$ cat src/rtl/mem_ctrl_pkg.sv
// Shared types and helpers for the parity-extended memory controller.
package mem_ctrl_pkg;

    localparam int AW    = 16;
    localparam int DW    = 8;
    localparam int MEM_W = DW + 1;

    typedef enum logic [2:0] {IDLE, WR, RD, RD_WAIT, RESP} state_t;

    // Stored parity bit is the XOR of the data bits.
    function automatic logic parity_of(input logic [DW-1:0] data);
        return ^data;
    endfunction

endpackage

$ cat src/rtl/mem_parity_master.sv
// Initiator for the parity-extended memory: one request at a time, reads
// return data plus a parity-error flag on a valid/ready response channel.
module mem_parity_master #(
    parameter int AW     = 16,
    parameter int DW     = 8,
    parameter int RD_LAT = 1
) (
    input  logic          clk,
    input  logic          rst_n,
    input  logic          req_valid,
    output logic          req_ready,
    input  logic          req_write,
    input  logic [AW-1:0] req_addr,
    input  logic [DW-1:0] req_wdata,
    output logic          rsp_valid,
    input  logic          rsp_ready,
    output logic [DW-1:0] rsp_rdata,
    output logic          rsp_parity_err,
    output logic [15:0]   err_count,
    output logic          mem_write,
    output logic          mem_read,
    output logic [AW-1:0] mem_address,
    output logic [DW-1:0] mem_data_in,
    input  logic [DW:0]   mem_data_out
);
    import mem_ctrl_pkg::*;

    state_t     state;
    logic [2:0] lat_cnt;
    logic       sample_err;

    assign sample_err = mem_data_out[DW] ^ parity_of(mem_data_out[DW-1:0]);

    always_ff @(posedge clk) begin
        if (!rst_n) begin
            state          <= IDLE;
            lat_cnt        <= '0;
            req_ready      <= 1'b0;
            rsp_valid      <= 1'b0;
            rsp_rdata      <= '0;
            rsp_parity_err <= 1'b0;
            err_count      <= '0;
            mem_write      <= 1'b0;
            mem_read       <= 1'b0;
            mem_address    <= '0;
            mem_data_in    <= '0;
        end else begin
            case (state)
                IDLE: begin
                    // req_ready is low only in the first IDLE cycle after reset.
                    if (!req_ready) begin
                        req_ready <= 1'b1;
                    end else if (req_valid) begin
                        req_ready   <= 1'b0;
                        mem_address <= req_addr;
                        mem_data_in <= req_wdata;
                        if (req_write) begin
                            mem_write <= 1'b1;
                            state     <= WR;
                        end else begin
                            mem_read <= 1'b1;
                            state    <= RD;
                        end
                    end
                end
                WR: begin
                    mem_write <= 1'b0;
                    req_ready <= 1'b1;
                    state     <= IDLE;
                end
                RD: begin
                    mem_read <= 1'b0;
                    lat_cnt  <= 3'(RD_LAT - 1);
                    state    <= RD_WAIT;
                end
                RD_WAIT: begin
                    if (lat_cnt == '0) begin
                        rsp_valid      <= 1'b1;
                        rsp_rdata      <= mem_data_out[DW-1:0];
                        rsp_parity_err <= sample_err;
                        if (sample_err && (err_count != '1))
                            err_count <= err_count + 16'd1;
                        state <= RESP;
                    end else begin
                        lat_cnt <= lat_cnt - 3'd1;
                    end
                end
                RESP: begin
                    if (rsp_ready) begin
                        rsp_valid <= 1'b0;
                        req_ready <= 1'b1;
                        state     <= IDLE;
                    end
                end
                default: state <= IDLE;
            endcase
        end
    end

endmodule

$ cat config.mk
export PLATFORM = sky130hd
export DESIGN_NAME = mem_parity_master
export DESIGN_NICKNAME = d
export VERILOG_FILES = /design/src/rtl/mem_ctrl_pkg.sv /design/src/rtl/mem_parity_master.sv
export SDC_FILE = /design/constraint.sdc
export NUM_CORES = 1
export LEC_CHECK = 0
export CORE_UTILIZATION = 35
export CTS_CLUSTER_DIAMETER = 60
export DETAILED_ROUTE_END_ITERATION = 8
export PLACE_DENSITY = 0.74
export SYNTH_ARGS = -nofsm -noshare
export SYNTH_HDL_FRONTEND = slang
export SYNTH_SLANG_ARGS = --single-unit
export TNS_END_PERCENT = 30
$ cat constraint.sdc
create_clock -name clk -period 1.95 [get_ports clk]
set_input_delay 0.195 -clock clk [delete_from_list [all_inputs] [get_ports clk]]
set_output_delay 0.195 -clock clk [all_outputs]
set_load 0.005 [all_outputs]
# After elaboration in Yosys (flattened, before gate mapping)
# Index checks and enable logic that the tools add are counted.
# word_totals
reg_bits,59
latch_bits,0
ram_bits,0
mem_bits_ro,0
input_bits,38
output_inout_bits,53
wordCells,67
memories,0
# op_classes
n_addsub,2
mul,0
div_mod_pow,0
order_cmp,0
n_eq_ne,12
n_shift,0
mux,23
n_bitwise,1
n_reduce_logical,18
# ops
op,count
$add 16x1->16 const B,1
$ne 16x16->1 const B,1
$mux 3,5
$ne 2x2->1 const B,7
$pmux 3 s4,1
$reduce_and 4->1,3
$mux 1,11
$reduce_and 3->1,3
$reduce_bool 2->1,4
$reduce_xor 8->1,1
$eq 3x2->1 const B,2
$logic_not 3->1,2
$pmux 1 s2,3
$pmux 3 s2,1
$reduce_and 2->1,3
$eq 3x1->1 const B,1
$eq 3x3->1 const B,1
$pmux 1 s3,1
$reduce_bool 3->1,1
$sub 3x1->3 const B,1
$mux 2,1
$logic_and 1x1->1,1
$xor 1x1->1,1

# Longest topological paths before layout
# depth
ltp_word,4
ltp_mapped,9
depth_no_buf,8

# Worst setup path after synthesis
# No wires, ideal clock.
# synth_timing
path_type,register -> register
from,reg lat_cnt[0]
to,reg err_count[1]
t_arrival_ns,1.731
required_time_ns,1.822
path_slack_ns,0.092
stages_incl_launch_ff,9
n_path_buf,1
cell_sequence,dfxtp_1 -> inv_1 -> ha_1 -> ha_1 -> clkbuf_1 -> nand3_1 -> nor3_2 -> mux2i_1 -> nor2_1
# synth_between
elab_chain_len,2
# synth_rtl
item,line,text
from (decl),mem_parity_master.sv:29,logic [2:0] lat_cnt;
from (signal assigned),mem_parity_master.sv:73,lat_cnt <= 3'(RD_LAT - 1);
from (signal assigned),mem_parity_master.sv:85,lat_cnt <= lat_cnt - 3'd1;
$logic_not 3->1,mem_parity_master.sv:77,if (lat_cnt == '0) begin
$reduce_and 3->1 (no source line),--,
to (signal assigned),mem_parity_master.sv:82,err_count <= err_count + 16'd1;
to (decl),mem_parity_master.sv:19,"output logic [15:0] err_count,"
# No other way between the ends.
# A chain may end at the register's enable or synchronous reset.

# Worst setup path after layout
# layout_timing
from,in mem_data_out[3]
to,reg err_count[13]
# layout_between
elab_chain_len,4
# layout_rtl
item,line,text
from (decl),mem_parity_master.sv:24,input logic [DW:0] mem_data_out
$reduce_xor 8->1,mem_ctrl_pkg.sv:12,return ^data;
$xor 1x1->1,mem_parity_master.sv:32,assign sample_err = mem_data_out[DW] ^ parity_of(mem_data_out[DW-1:0]);
$logic_and 1x1->1,mem_parity_master.sv:81,if (sample_err && (err_count != '1))
$reduce_and 3->1 (no source line),--,
# No other way between the ends.

==> summary.log <==
INFO  sta            clock_skew=6.568ps
INFO  clock_tree     cts_max_level=3
INFO  layout         insertedDiodeCount=0
INFO  clock_tree     cts_buffers=9
INFO  power          seq_power_share=45.1%
INFO  power          power.clock.fraction=38.9%
INFO  layout         drive_gt1_share=12.05%
INFO  detailed_routing drt-wirelength-per-cell=13.64um
INFO  sta            setup_viol=0
INFO  layout         final_cell_count_no_fill=511
INFO  setup_path     setup.worst_path.end_class=flop
INFO  clock_tree     tritoncts_num_sinks=59
INFO  hold_path      min-delay-path-class=in -> reg
INFO  detailed_routing vias=2,469
INFO  detailed_routing post_drt_via_cell_ratio=4.832
INFO  clock_tree     root_buffer=sky130_fd_sc_hd__clkbuf_8
INFO  logic_synthesis syn_area_per_cell=8.321um2
INFO  die            rows=30
INFO  logic_synthesis synth_edf_count=0
INFO  setup_path     sort_of_element_at_the_start_of_the_critical_path=input pin
INFO  sta            post-route-period-util=96.78%
INFO  logic_synthesis synthCells=309
INFO  detailed_routing drcViolationCount=0
INFO  sta            worst_max_slew_pin_slew=532.3ps
INFO  sta            finalHoldViolations=0
INFO  placed_design  io_buffers=90
INFO  layout         final_area=3933um2
INFO  global_route   vias_in_the_first_global_route=2,436
INFO  die            die_width=87.71um
INFO  detailed_routing drtPass1Iterations=4
INFO  setup_path     critPathMaxStageDelay=530ps
INFO  logic_synthesis synth_fp_nets=350
INFO  setup_path     path_delay_family=XOR/XNOR gates
INFO  placed_design  detailedPlacementHpwl=4962um
INFO  clock_tree     path_clk_slew=70ps
INFO  clock_tree     ctsLongestPathBuffers=2
INFO  setup_path     worstSetupPathType=in -> reg
INFO  setup_path     cp.required=2190ps
INFO  clock_tree     cts_tree=built
INFO  logic_synthesis ys_warn_count=0
INFO  detailed_routing wl=6968um
INFO  logic_synthesis synth.ff_latch_count=59
INFO  logic_synthesis synth_cell_types=39
INFO  logic_synthesis synth.yosys.seq_area_share=45.94%
INFO  global_route   busiest_layer=met2
INFO  power          comb_power_share=15.9%
INFO  die            die_area=7693um2
INFO  logic_synthesis post_synthesis_instance_area=2571um2
INFO  layout         final_net_count=451
INFO  global_route   globalRouteMet2Util=30.51%
INFO  power          netSwitchingFraction=25.33%
INFO  sta            slew_headroom=64.34%
INFO  placed_design  finalWeightedCongestion=0.7813
INFO  global_route   grt.met1_usage=24.09%
INFO  setup_path     cpMaxStageDelayCell=sky130_fd_sc_hd__clkdlybuf4s50_1
INFO  sta            maxClockFrequency=529.9MHz
INFO  detailed_routing postRouteAntennaNets=0
INFO  placed_design  placed_cell_area=3677um2
INFO  sta            final.setup.tns=0ps
INFO  clock_tree     clkLatencyLatePin=330ps
INFO  sta            period_minus_slack=1887ps
INFO  global_route   use_met3=4.241%
INFO  power          switchingPower=0.0007088W
INFO  logic_synthesis ys_async_sr_fraction=0%
INFO  setup_path     cp.arrival=2120ps
INFO  global_route   grt_first_pass_wirelength=11,450um
INFO  clock_tree     post_cts_hold_buffer_count=0
INFO  die            top_level_ports=91
INFO  placed_design  place_inst=494
INFO  power          power.internal=0.002089W
INFO  global_route   antenna_found_initial=0
INFO  layout         flow.area_growth_from_synthesis=52.94%
INFO  global_route   grt_usage=19.19%
INFO  setup_path     critical_path_buf_inv_count=1
INFO  detailed_routing initial_detailed_routing_violation_count=107
INFO  global_route   grt-ovfl-total=0
INFO  die            die_h=87.71um
INFO  setup_path     crit_path_max_fanout=5
INFO  power          pwr_density_cell=711.4nW/um2
INFO  sta            report.final.slew_viol_count=0
INFO  sta            rsz0062_at_grt=true
INFO  power          worst_ir_drop_vdd=0.3644mV
INFO  layout         final.fill_count=632
INFO  job            maxCapViolCount=0
INFO  die            initial_utilization=37.03%
INFO  die            core_region=6944um2
INFO  logic_synthesis synth_flop_cell=sky130_fd_sc_hd__dfxtp_1
INFO  power          leakage=1.411nW
INFO  setup_path     critical_path.cell_chain=clkdlybuf4s50_1 -> xnor2_2 -> xnor3_2 -> xor2_2 -> nor3_2 -> a21oi_1 -> a311oi_1
INFO  global_route   maximum_number_of_pins_on_one_net_before_global_route_repair=28
INFO  run_status     outcome=finished, final reports clean
## sequential cells by signal, indices dropped and copies added (netlist names)
name and flops:
lat_cnt 3, mem_address 16, rsp_valid 1, mem_write 1, state 3, req_ready 1
rsp_rdata 8, mem_read 1, err_count 16, rsp_parity_err 1, mem_data_in 8
## layout make-up
| class | count | area, um2 | area share (%) |
|---|---|---|---|
| Multi-Input combinational cell | 226 | 1355 | 34.46 |
| Clock buffer | 12 | 145.1 | 3.691 |
| Timing Repair Buffer | 106 | 1051 | 26.73 |
| Tap cell | 96 | 120.1 | 3.054 |
| Inverter | 8 | 30.03 | 0.7636 |
| Sequential cell | 59 | 1181 | 30.03 |
| Clock inverter | 4 | 50.05 | 1.273 |
## placed cells by master (no fill, tap or decap), drive strengths merged, types with 6 or more instances in the layout
cell type / instances
clkdlybuf4s50: 88
nand2: 80
dfxtp: 59
a21oi: 42
nor2: 18
buf: 16
clkbuf: 12
xnor2: 12
nand3: 10
nor3: 8
inv: 7
nand2b: 7
mux2i: 6
## what timing repair did
action                                  CTS  global route
buffers inserted                          0             0
resized for setup                         1            12
cloned                                    0             1
pin swaps                                 0             5
endpoints found under the setup margin    1            16
## kinds of logic (layout without fill, tap and decap cells)
logic type	count (synthesis)	count (layout)	synth area share [%]
AOI/OAI and AO/OA	56	56	12.46
buffers and inverters	25	130	3.698
muxes	6	6	2.336
xor gates and xnor gates	15	16	6.715
DFF	59	59	45.94
and+or+nand+nor	145	145	27.40
adders and majority gates	3	3	1.460
## power groups by stage
stage                     registers (W)  logic [W]  clock network, W
after detailed placement        0.00129   0.000410                 0
after global routing            0.00127   0.000483           0.00118
final                           0.00126   0.000446           0.00109
after CTS                       0.00126   0.000412           0.00113
after floorplan                 0.00129   0.000200                 0
after global placement          0.00129   0.000403                 0
## layer usage
layer  vias up  wire length [um]
met5         -                 0
met4         0               178
met3        18               362
met2        69              3427
met1      1136              2999
li1       1246                 -
## synthesized netlist by cell type, types with 6 or more instances
master | instances | area (um2)
sky130_fd_sc_hd__a21oi_1 | 42 | 210.2
sky130_fd_sc_hd__clkbuf_1 | 16 | 60.06
sky130_fd_sc_hd__dfxtp_1 | 59 | 1181
sky130_fd_sc_hd__inv_1 | 7 | 26.28
sky130_fd_sc_hd__mux2i_1 | 6 | 60.06
sky130_fd_sc_hd__nand2_1 | 80 | 300.3
sky130_fd_sc_hd__nand2b_1 | 7 | 43.79
sky130_fd_sc_hd__nand3_1 | 10 | 50.05
sky130_fd_sc_hd__nor2_1 | 18 | 67.56
sky130_fd_sc_hd__nor3_1 | 6 | 30.03
sky130_fd_sc_hd__xnor2_1 | 11 | 96.34
## tightest hold or removal path, stage by stage
cell	delay, ps
sky130_fd_sc_hd__dlymetal6s2s_1	140
sky130_fd_sc_hd__nand2_1	60
sky130_fd_sc_hd__a21oi_1	50
## per-stage QoR
step	total power (W)	hold slack (ps)	utilization (%)	setup WS (ps)
2_1_floorplan	0.001492	331.0	-	91.60
3_3_place_gp	0.001691	441.2	52.96	-309.8
3_5_place_dp	0.001699	446.4	52.96	-328.4
4_1_cts	0.002802	386.1	55.80	9.139
5_1_grt	0.002931	176.8	56.63	-8.217
6_report	0.002798	172.1	56.63	62.74
## path summary, 6_finish.rpt
path	start	to	slack [ps]	cells past startpoint
worst max register to register	err_count[10]	err_count[0]	170	6
worst max-delay path	mem_data_out[3]	err_count[13]	60	7
worst min-delay path	mem_data_out[1]	rsp_rdata[1]	170	3
worst min register to register	mem_address[5]	mem_address[5]	460	2
Note: power is estimated with default switching activity, not from simulation.
==> variant 1, RTL diff (config.mk and constraints unchanged) <==
Make the reset (`rst_n`) asynchronous in one clocked block.
--- a/src/rtl/mem_parity_master.sv
+++ b/src/rtl/mem_parity_master.sv
@@ -31,7 +31,7 @@
 
     assign sample_err = mem_data_out[DW] ^ parity_of(mem_data_out[DW-1:0]);
 
-    always_ff @(posedge clk) begin
+    always_ff @(posedge clk or negedge rst_n) begin
         if (!rst_n) begin
             state          <= IDLE;
             lat_cnt        <= '0;
Check against the original RTL: differs if rst_n is asserted again (counterexample within 4 cycles, from zero or initial values and one cycle with rst_n low); with rst_n held inactive, the same outputs for 10 cycles.
==> variant 1 against the original RTL <==
The run now ends with design-rule violations left; setup slack gained 17 ps; wire length shrank 15%; final area grew 4.7%; sequential cell count is the same; highest routed layer unchanged; first-iteration DRC count shrank 48%; non-clock buffer count grew 9; area after synthesis grew 1.8%.
Power is not compared: it rests on default switching activity, and its combinational part moved more than twofold at a synthesized area within 25%.
==> variant 1: results (changes against the original RTL) <==
Status - complete, but fails checks (was finished clean)
Violated checks - design-rule violations
DP HPWL - 4200 um (was 4960 um)
Initial antenna violation count - 0 (unchanged)
Largest net degree at the start of global routing - 27 (was 28)
CP Max Fanout - 4 (was 5)
Share of layout cells above drive strength 1 - 24.1% (was 12.0%)
Max Root-Sink Buffers - 2 (unchanged)
CP arrival - 2080 ps (was 2120 ps)
GPL Wtd Cong - 0.804 (was 0.781)
Clock transition at the registers of the reported paths - 60 ps
Root Buffer - clkbuf_8 (unchanged)
Worst-Margin Slew - 484 ps (was 532 ps)
Hold Startpoint - mem_data_out[2] (was mem_data_out[1])
R2r setup slk - 80 ps (was 170 ps)
Internal power - 3.92 mW
Asr flop ratio synth - 100% (was 0%)
Number of global-route vias before repair - 2181 (was 2436)
Fmax - 535 MHz (was 530 MHz)
Clock Latency Late Sink - 330 ps (about the same)
Hold endpoint - rsp_rdata[2] (was rsp_rdata[1])
Launch point of the critical path - lat_cnt[0] (was mem_data_out[3])
H-tree Lvls - 3 (unchanged)
Hold Crit Class - in -> reg (unchanged)
Area of the multi-input gates - 1210 sq um (was 1360 sq um)
Clock skew - 13.0 ps (was 6.57 ps)
Synth area leaders - dfrtp_1, mux2_2, nand2_1 (was dfxtp_1, nand2_1, a21oi_1)
Post-synthesis sequential area ratio - 56.4% (was 45.9%)
Pleak - 1.77 nW
Mapped Nets - 263 (was 350)
DRT Pass-1 Iters - 6 (was 4)
# placed instances - 423 (was 494)
Ys Warns - 0 (unchanged)
Fin nets - 384 (was 451)
Top cells by count, synth - dfrtp_1, nand2_1, mux2_2 (was nand2_1, dfxtp_1, a21oi_1)
Worst hold slack - 131 ps (was 172 ps)
End point of the critical path - err_count[15] (was err_count[13])
Fillers - 643 (was 632)
1st-iter DRT viols - 56 (was 107)
CTS Buf Count - 9 (unchanged)
Worst Reg-to-Reg Cells - 7 (was 6)
Final WL - 5930 um (was 6970 um)
GRT Total Usage - 16.4% (was 19.2%)
Yosys cell types - 34 (was 39)
ANT cells - 0 (unchanged)
Hold Crit Depth - 3 (unchanged)
Place WS - -493 ps (was -328 ps)
Residual DRC - 2 (was 0)
Synth Instances - 222 (was 309)
Number of flops mapped to enable cells by yosys - 0 (unchanged)
Worst vdd ir - 0.706 mV
Global-route wire length before repair - 9630 um (was 11400 um)
Post-route non-filler standard cell count - 447 (was 511)
Top flop regs - err_count: 16 flops, mem_address: 16 flops (unchanged)
Via Count - 2108 (was 2469)
Post-DP Area - 3740 sq um (was 3680 sq um)
Global route overflow - 0 (unchanged)
variant 1: routing by layer:
metal	share of wire [%]	track usage [%]
met5	0	0
met2	49	27.0
met4	0.83	6.01
met3	8.2	7.00
met1	42	19.0
variant 1: layout make-up:
| cell class | count | area share, % |
|---|---|---|
| multi-input cells | 153 | 29.4 |
| well taps | 99 | 3.01 |
| clock inverters | 5 | 1.28 |
| flip-flops and latches | 59 | 35.9 |
| clock buffers | 11 | 3.43 |
| inverters | 5 | 0.456 |
| repair buffers | 115 | 26.6 |
variant 1: kinds of logic after synthesis:
group	Yosys count	synth area share [%]
flops	59	56.4
fa+ha+maj	3	1.43
buf+inv	11	1.87
compound gates	14	3.11
simple gates	87	16.9
mux	27	11.6
xor+xnor	21	8.61
variant 1: repair_timing:
action | in CTS | in global routing
pin swaps | 5 | 7
endpoints found under the setup margin | 8 | 8
setup buffers | 2 | 4
gates cloned | 1 | 0
hold buffers | 1 | 0
hold endpoints to repair | 20 | 0
gates resized for setup | 8 | 15
variant 1: power by group through the flow:
stage | logic [mW] | registers, mW | clock network (mW)
after floorplan | 0.860 | 2.12 | 0
after global placement | 2.26 | 2.07 | 0
after detailed placement | 2.30 | 2.10 | 0
after CTS | 2.39 | 2.08 | 1.13
after global routing | 2.65 | 2.14 | 1.18
final | 2.42 | 2.07 | 1.09
variant 1: worst max-delay path: stages (launching register included):
cell     delay [ps]
dfrtp_1         390
inv_1            60
ha_1            150
ha_2            190
and3_4          230
and3_1          180
nor4b_2         200
mux2_2          360
==> variant 2, RTL diff (config.mk and constraints unchanged) <==
Without the edit above. `DW` is set to 8 in 2 places; all go to 12.
--- a/src/rtl/mem_ctrl_pkg.sv
+++ b/src/rtl/mem_ctrl_pkg.sv
@@ -2,7 +2,7 @@
 package mem_ctrl_pkg;
 
     localparam int AW    = 16;
-    localparam int DW    = 8;
+    localparam int DW    = 12;
     localparam int MEM_W = DW + 1;
 
     typedef enum logic [2:0] {IDLE, WR, RD, RD_WAIT, RESP} state_t;
--- a/src/rtl/mem_parity_master.sv
+++ b/src/rtl/mem_parity_master.sv
@@ -2,7 +2,7 @@
 // return data plus a parity-error flag on a valid/ready response channel.
 module mem_parity_master #(
     parameter int AW     = 16,
-    parameter int DW     = 8,
+    parameter int DW     = 12,
     parameter int RD_LAT = 1
 ) (
     input  logic          clk,
Ports: changed (resized mem_data_in, mem_data_out, req_wdata and rsp_rdata); port bits go from 91 to 107. No check against the original RTL was run, so the function may have changed too.
==> variant 2 against the original RTL <==
Non-clock buffer count up 25; combinational power up 44%; sequential share of layout area down 0.16 points; area after synthesis up 12%; global-route usage down 1.3 points; final cell count up 14%; final area up 14%; wire length up 10%; sequential cell count up 8; setup slack worse by 17 ps; power up 15%; first-iteration DRC count down 30%; via count up 17%.
==> variant 2: results (changes against the original RTL) <==
Clock transition at the registers of the reported paths - 70 ps (about the same)
Wire length on met2 - 3710 um (was 3430 um)
Place WS - -451 ps (was -328 ps)
Slowest CP cell - or4_4 (was clkdlybuf4s50_1)
Post-DP Area - 4140 sq um (was 3680 sq um)
Global-route wire length before repair - 12400 um (was 11400 um)
1st-iter DRT viols - 75 (was 107)
Fillers - 716 (was 632)
Pleak - 1.70 nW (was 1.41 nW)
Mapped Nets - 405 (was 350)
# placed instances - 561 (was 494)
Port Buffers - 106 (was 90)
CP arrival - 2170 ps (was 2120 ps)
Fin nets - 525 (was 451)
CP Max Fanout - 6 (was 5)
M1 WL - 3370 um (was 3000 um)
Status - finished clean (unchanged)
Net Sw Frac - 26.4% (was 25.3%)
Post-synthesis sequential area ratio - 46.4% (was 45.9%)
Max_slew headroom - 77.6% (was 64.3%)
DP HPWL - 5350 um (was 4960 um)
M1 GR Usage - 21.5% (was 24.1%)
Post-route non-filler standard cell count - 583 (was 511)
GPL Wtd Cong - 0.843 (was 0.781)
Final WL - 7670 um (was 6970 um)
GRT met2 Usage - 30.6% (was 30.5%)
Met3 Use GR - 3.69% (was 4.24%)
Avg Cell Area, Syn - 8.12 sq um (was 8.32 sq um)
Share of layout cells above drive strength 1 - 13.5% (was 12.0%)
Crit-path max cell delay - 510 ps (was 530 ps)
Largest net degree at the start of global routing - 30 (was 28)
Yosys cell types - 42 (was 39)
Via Count - 2879 (was 2469)
==> variant 2: cells by family after synthesis <==
group,Yosys count,share of synthesized area (%)
buffers and inverters,29,4.20
adder cells (fa/ha/maj),3,1.30
XOR/XNOR,9,4.20
AND/OR/NAND/NOR,164,26.2
AO/OA/AOI/OAI,75,14.6
multiplexers,9,3.12
flip-flops,67,46.4
==> variant 2: worst paths after layout <==
| kind | start | endpoint | slack (ps) | cells past startpoint |
|---|---|---|---|---|
| worst min-delay path | mem_data_out[10] | rsp_rdata[10] | 150 | 3 |
| worst max register to register | lat_cnt[1] | err_count[7] | 60 | 8 |
| worst max-delay path | mem_data_out[11] | err_count[15] | 50 | 7 |
| worst min register to register | mem_address[9] | mem_address[9] | 450 | 2 |
==> variant 2: area by class of cell <==
cell class | instances | area share (%)
repair buffers | 131 | 28.3
flip-flops and latches | 67 | 29.9
well taps | 102 | 2.84
clock buffers | 11 | 3.15
clock inverters | 5 | 1.17
inverters | 7 | 0.585
multi-input cells | 260 | 34.1
==> variant 2: critical path: cells and delay by family <==
kind                      cells  cell delay (ps)
buffers and inverters         2              580
xor gates and xnor gates      3              740
and+or+nand+nor               1              510
AOI/OAI and AO/OA             1              140
==> variant 2: timing repair <==
action,in CTS,in global routing
gates cloned,0,2
buffers inserted,0,4
hold endpoints to repair,0,0
pin swaps,3,15
gates resized for setup,7,24
setup endpoints to repair,6,12
==> variant 2: power groups by stage <==
| stage | Combinational (mW) | Sequential [mW] | Clock [mW] |
|---|---|---|---|
| global route | 0.694 | 1.44 | 1.24 |
| finish | 0.643 | 1.43 | 1.14 |
| global placement | 0.533 | 1.46 | 0 |
| CTS | 0.558 | 1.43 | 1.17 |
| floorplan | 0.279 | 1.47 | 0 |
| detailed placement | 0.540 | 1.47 | 0 |
